### src/rtl/bno085_pkg.sv
// Shared report IDs, parser state encoding and the report body-length lookup
// for the BNO085 SHTP report parser.
package bno085_pkg;

  localparam logic [7:0] RPT_GYRO_CAL  = 8'h02;
  localparam logic [7:0] RPT_ROT_VEC   = 8'h05;
  localparam logic [7:0] RPT_GAME_ROT  = 8'h08;
  localparam logic [7:0] RPT_TIMESTAMP = 8'hFB;

  localparam logic [7:0]  SENSOR_CHANNEL_DEFAULT = 8'd3;
  localparam logic [14:0] HDR_LEN                = 15'd4;
  localparam int          STAGE_BYTES            = 14;

  typedef enum logic [2:0] {
    IDLE,
    HDR,
    RPT_ID,
    RPT_BODY,
    SKIP
  } state_t;

  // Bytes following the report ID; zero marks an ID this parser does not know.
  function automatic logic [3:0] body_len(input logic [7:0] id);
    case (id)
      RPT_TIMESTAMP: body_len = 4'd4;
      RPT_ROT_VEC:   body_len = 4'd13;
      RPT_GAME_ROT:  body_len = 4'd11;
      RPT_GYRO_CAL:  body_len = 4'd9;
      default:       body_len = 4'd0;
    endcase
  endfunction

endpackage

### src/rtl/bno085_report_parser.sv
// Walks the SHTP byte stream from the BNO085, validates headers and report
// lengths, and commits quaternion / gyro reports atomically to held outputs.
module bno085_report_parser
  import bno085_pkg::*;
#(
  parameter logic [7:0] SENSOR_CHANNEL = SENSOR_CHANNEL_DEFAULT
) (
  input  logic               clk,
  input  logic               rst_n,
  input  logic [7:0]         rx_byte,
  input  logic               rx_valid,
  input  logic               rx_first,
  output logic signed [15:0] quat_w,
  output logic signed [15:0] quat_x,
  output logic signed [15:0] quat_y,
  output logic signed [15:0] quat_z,
  output logic               quat_valid,
  output logic signed [15:0] gyro_x,
  output logic signed [15:0] gyro_y,
  output logic signed [15:0] gyro_z,
  output logic               gyro_valid,
  output logic [7:0]         drop_count
);

  state_t      state;
  logic [1:0]  hdr_idx;
  logic [7:0]  len_lsb;
  logic [7:0]  len_msb;
  logic [7:0]  chan;
  logic [14:0] rem;
  logic [7:0]  rpt_id;
  logic [3:0]  blen;
  logic [3:0]  body_idx;
  logic [7:0]  stage [STAGE_BYTES];

  logic [14:0] len;
  logic [14:0] rem_dec;
  logic [3:0]  id_len;
  logic [7:0]  drop_inc;
  logic [7:0]  body_view [STAGE_BYTES];

  assign len      = {len_msb[6:0], len_lsb};
  assign rem_dec  = rem - 15'd1;
  assign id_len   = body_len(rx_byte);
  assign drop_inc = (drop_count == 8'hFF) ? drop_count : drop_count + 8'd1;

  // The last body byte is still on rx_byte when the report commits, so the
  // commit reads the staged bytes with that byte overlaid at its index.
  always_comb begin
    // NOTE: the whole array gets a default before the indexed overlay, so no
    // path leaves body_view unassigned and no latch is inferred.
    body_view           = stage;
    body_view[body_idx] = rx_byte;
  end

  always_ff @(posedge clk) begin
    if (!rst_n) begin
      // NOTE: non-blocking assignments throughout, so every read in this block
      // sees the value from before the edge regardless of statement order.
      state      <= IDLE;
      hdr_idx    <= 2'd0;
      len_lsb    <= 8'd0;
      len_msb    <= 8'd0;
      chan       <= 8'd0;
      rem        <= 15'd0;
      rpt_id     <= 8'd0;
      blen       <= 4'd0;
      body_idx   <= 4'd0;
      quat_w     <= 16'sd0;
      quat_x     <= 16'sd0;
      quat_y     <= 16'sd0;
      quat_z     <= 16'sd0;
      quat_valid <= 1'b0;
      gyro_x     <= 16'sd0;
      gyro_y     <= 16'sd0;
      gyro_z     <= 16'sd0;
      gyro_valid <= 1'b0;
      drop_count <= 8'd0;
      // NOTE: the staging buffer is small and must read as zero after reset,
      // so it is cleared here rather than left as an unreset memory.
      for (int i = 0; i < STAGE_BYTES; i++) stage[i] <= 8'd0;
    end else begin
      quat_valid <= 1'b0;
      gyro_valid <= 1'b0;
      if (rx_valid) begin
        if (rx_first) begin
          // A new packet always wins; only a half-received report counts as a drop.
          if (state == RPT_BODY) drop_count <= drop_inc;
          len_lsb <= rx_byte;
          hdr_idx <= 2'd1;
          state   <= HDR;
        end else begin
          case (state)
            IDLE: ;
            HDR: begin
              hdr_idx <= hdr_idx + 2'd1;
              case (hdr_idx)
                2'd1:    len_msb <= rx_byte;
                2'd2:    chan    <= rx_byte;
                default: begin
                  rem <= (len > HDR_LEN) ? len - HDR_LEN : 15'd0;
                  if (len <= HDR_LEN) begin
                    state <= IDLE;
                  end else if (len_msb[7]) begin
                    state      <= SKIP;
                    drop_count <= drop_inc;
                  end else if (chan != SENSOR_CHANNEL) begin
                    state <= SKIP;
                  end else begin
                    state <= RPT_ID;
                  end
                end
              endcase
            end
            RPT_ID: begin
              rem      <= rem_dec;
              rpt_id   <= rx_byte;
              blen     <= id_len;
              body_idx <= 4'd0;
              if (id_len == 4'd0 || {11'd0, id_len} > rem_dec) begin
                drop_count <= drop_inc;
                state      <= (rem_dec == 15'd0) ? IDLE : SKIP;
              end else begin
                state <= RPT_BODY;
              end
            end
            RPT_BODY: begin
              rem             <= rem_dec;
              stage[body_idx] <= rx_byte;
              body_idx        <= body_idx + 4'd1;
              if (body_idx == blen - 4'd1) begin
                // Body layout: seq, status, delay, then little-endian fields.
                case (rpt_id)
                  RPT_ROT_VEC, RPT_GAME_ROT: begin
                    quat_x     <= {body_view[4],  body_view[3]};
                    quat_y     <= {body_view[6],  body_view[5]};
                    quat_z     <= {body_view[8],  body_view[7]};
                    quat_w     <= {body_view[10], body_view[9]};
                    quat_valid <= 1'b1;
                  end
                  RPT_GYRO_CAL: begin
                    gyro_x     <= {body_view[4], body_view[3]};
                    gyro_y     <= {body_view[6], body_view[5]};
                    gyro_z     <= {body_view[8], body_view[7]};
                    gyro_valid <= 1'b1;
                  end
                  default: ;
                endcase
                state <= (rem_dec == 15'd0) ? IDLE : RPT_ID;
              end
            end
            SKIP: begin
              rem <= rem_dec;
              if (rem_dec == 15'd0) state <= IDLE;
            end
            default: state <= IDLE;
          endcase
        end
      end
    end
  end

endmodule

### config.mk
export PLATFORM = sky130hd
export DESIGN_NAME = bno085_report_parser
export DESIGN_NICKNAME = d
export VERILOG_FILES = /design/src/rtl/bno085_pkg.sv /design/src/rtl/bno085_report_parser.sv
export SDC_FILE = /design/constraint.sdc
export NUM_CORES = 1
export LEC_CHECK = 0
export ABC_CLOCK_PERIOD_IN_PS = 3700
export CAP_MARGIN = 5
export CORE_ASPECT_RATIO = 2
export CORE_UTILIZATION = 56
export DETAILED_ROUTE_END_ITERATION = 8
export PLACE_DENSITY = 0.8
export SYNTH_ARGS = -nofsm -noshare
export SYNTH_HDL_FRONTEND = slang
export SYNTH_SLANG_ARGS = --single-unit
### constraint.sdc
create_clock -name clk -period 3.7 [get_ports clk]
set_input_delay 0.37 -clock clk [delete_from_list [all_inputs] [get_ports clk]]
set_output_delay 0.37 -clock clk [all_outputs]
set_load 0.02 [all_outputs]
==> metrics.txt, run 1 <==
final instance area=13100 um2; CTS HTree Levels=1; DRT Pass-1 Iters=8; die footprint=19900 um2; final core occ=69.5%; type of the worst min-delay path=flop to flop; share of layout cells above drive strength 1=8.65%; Crit path required time=4.13 ns; post-synth top area share=45.4%; post-synth cell types=66; CTS tree=built; leakage power=4.41 nW; number of DRC markers in iteration 0=563; Max Cap Viol=0; # setup viols final=0; Die X-Extent=100 um; Buffers & Inverters on Critical Path=2; Hold Buf Count CTS=0; CTS max path bufs=3; DP Cell Count=1710; clk root buf=clkbuf_16; measured slew at the worst slew-check pin=0.699 ns; total CTS buffers=21; Setup WS pre-CTS=-0.0294 ns; Initial Utilization=57.4%; Hold Fails Final Rpt=0; most common flop cell mapped by yosys=dfxtp_1; Final Skew=0.0138 ns; CTS clk-pin slew, worst paths=0.07 ns; Hold Path Sink=quat_x[6]; half-perimeter wire length after placement=20000 um; most frequent CP cell=or4_1; Worst setup SP type=primary input; DRT antenna net count=0; crit path max-delay cell type=or4_1; Hold Path Stages=2; GRT Util Overall=29.3%; capturing point of the worst reg2reg path=drop_count[6]; Hold Startpoint=quat_x[6]; GP Congestion=0.896; DRC violations left=0; Avg Inst Size Synth=7.82 um2; largest net degree at the start of global routing=116; slew margin rel.=53.3%; post-synth top area cell=dfxtp_1; area of the multi-input gates=5460 um2; Wirelength per Cell=16.7 um; commonest non-fill, non-tap cell in the layout=nand2_1; placed instance area=12400 um2; Sink Count=245; Clk Latency, worst-skew pair=0.50 ns; Port Buffers=133; Setup Crit Path Kind=primary input to flop; initial antenna violation count=0; reg2reg start=rem[0]; Setup WS post-layout=0.401 ns; Worst EP arrival=3.73 ns; Die Y=198 um; cell row count=71; Mapped Nets=1410; number of I/O pins=134; FILL cells=1577; Total Power=5.26 mW; Gate Count Post-Synth=1382; Cell Area, Synth=10800 um2; Resized cells post-CTS=0; vias in the first global route=9543; CP peak stage delay=0.61 ns; Max Freq=303 MHz; reg2reg setup slack=0.45 ns; RSZ-0062 raised after global routing=false; most frequent cells in the layout=nand2_1, dfxtp_1, a21oi_1; CP max FO=12; Tmin final=3.30 ns; Top Family by Delay on Critical Path=simple AND/OR/NAND/NOR gates; largest cells by area after synthesis=dfxtp_1, nand2_1, a21oi_1; YS warnings=0; Layout Nets=1506; total area of sequential cells=4900 um2; via/cell ratio=5.69; Setup Fix Bufs, Post-CTS=0; Tcrit/Tclk final=89.2%; Slew Limit Fails=0; Antenna Cells=0; crit-path cells=clkdlybuf4s50_1 > or4_1 > nor4_1 > ha_1 > and4_1 > a21oi_1 > nor4b_2 > o41ai_4 > buf_4 > or4_1 > a21oi_2; outcome=completed; EDFF count, synth=0; nature of the critical path endpoint=flop; pwr dens=402 nW/um2; Placeable Area=18800 um2; fin cells=1746; Worst R2R Path Depth=10; maximum VDD drop=418 uV; sequential area share after synthesis=45.4%; Post-Route WL=29200 um; grt ovf=0; via count=9933; post-synthesis register bit count=245; P&R area growth vs syn=21.2%; first-pass GRT wire length=46700 um; fraction of registers with async set/reset=0%
## stage by stage
step / hold WS [ns] / TNS [ns]
2_1_floorplan: 0.432 / 0
3_3_place_gp: 0.438 / 0
3_5_place_dp: 0.445 / -0.0294
4_1_cts: 0.454 / 0
5_1_grt: 0.470 / 0
6_report: 0.453 / 0
## layout make-up
| type | instances | share of cell area, % |
|---|---|---|
| Multi-Input combinational cell | 1025 | 41.7 |
| Sequential cell | 245 | 37.5 |
| Timing Repair Buffer | 167 | 12.4 |
| Clock buffer | 27 | 4.49 |
| Tap cell | 255 | 2.44 |
| Clock inverter | 9 | 0.946 |
| Inverter | 18 | 0.554 |
## sequential cells by signal, summed over array words and instances (netlist names), 2 cells and up
| signal | flops |
|---|---|
| stage | 64 |
| gyro_x | 16 |
| gyro_y | 16 |
| gyro_z | 16 |
| quat_w | 16 |
| quat_x | 16 |
| quat_y | 16 |
| quat_z | 16 |
| rem | 15 |
| chan | 8 |
| drop_count | 8 |
| len_lsb | 8 |
| len_msb | 8 |
| rpt_id | 8 |
| body_idx | 4 |
| blen | 3 |
| state | 3 |
| hdr_idx | 2 |
## power breakdown
part	internal (mW)	switching (mW)	total [mW]
Sequential	2.65	0.0146	2.66
Combinational	0.0992	0.202	0.301
Clock	1.33	0.967	2.30
## Yosys cell counts, drive strengths merged (2+ instances only)
library cell	number
dfxtp	245
o32ai	6
a32o	2
xor2	9
a31oi	3
and3	7
o211ai	3
o21ai	38
nand4	6
xnor2	10
nor4b	4
inv	18
a21oi	215
nor2	75
clkbuf	79
or3b	2
nor3b	3
a22o	9
and2	7
a22oi	6
or2	2
o31ai	3
a311oi	16
a41oi	2
or3	8
nand2	407
mux2	43
or4	5
nor3	12
buf	15
mux2i	3
nor2b	8
nor4	14
nand2b	8
ha	16
a211oi	2
nand3	56
## metal layers
layer	track usage (%)	routed length, um	part of all wire [%]	up-vias
met5	0	0	0	-
met4	14.8	1310	4.5	0
li1	-	-	-	4893
met2	55.5	15800	54	284
met1	31.4	10900	38	4671
met3	2.95	1100	3.8	85
## logic make-up after synthesis
| family | Yosys count | share of synthesized area [%] |
|---|---|---|
| fa+ha+maj | 16 | 1.85 |
| buf+inv | 112 | 4.19 |
| compound gates | 313 | 16.8 |
| simple gates | 631 | 25.5 |
| flops | 245 | 45.4 |
| mux | 46 | 4.76 |
| xor+xnor | 19 | 1.54 |
## worst min-delay path: stages (launching register included)
cell     delay, ns
dfxtp_1       0.31
nand2_1       0.05
a21oi_1       0.05
## worst max path at each step
| stage | startpoint | endpoint | slack (ns) | depth (start not counted) |
|---|---|---|---|---|
| finish | rx_byte[4] | drop_count[6] | 0.40 | 11 |
| global route | rem[0] | drop_count[6] | 0.23 | 10 |
| CTS | rem[0] | drop_count[6] | 0.47 | 10 |
| detailed placement | rx_byte[4] | drop_count[6] | -0.03 | 11 |
| global placement | rx_byte[4] | drop_count[6] | 0.005 | 11 |
| floorplan | rx_byte[6] | drop_count[6] | 0.73 | 10 |
Power figures use the tool's default switching activity.
==> run 2, diff against run 1 <==
--- a/config.mk
+++ b/config.mk
@@ -11,6 +11,7 @@
 export CORE_UTILIZATION = 56
 export DETAILED_ROUTE_END_ITERATION = 8
 export PLACE_DENSITY = 0.8
+export SKIP_CTS_REPAIR_TIMING = 1
 export SYNTH_ARGS = -nofsm -noshare
 export SYNTH_HDL_FRONTEND = slang
 export SYNTH_SLANG_ARGS = --single-unit
==> results of run 2 <==
No change in the layout: final DEF, timing and power equal those of run 1.
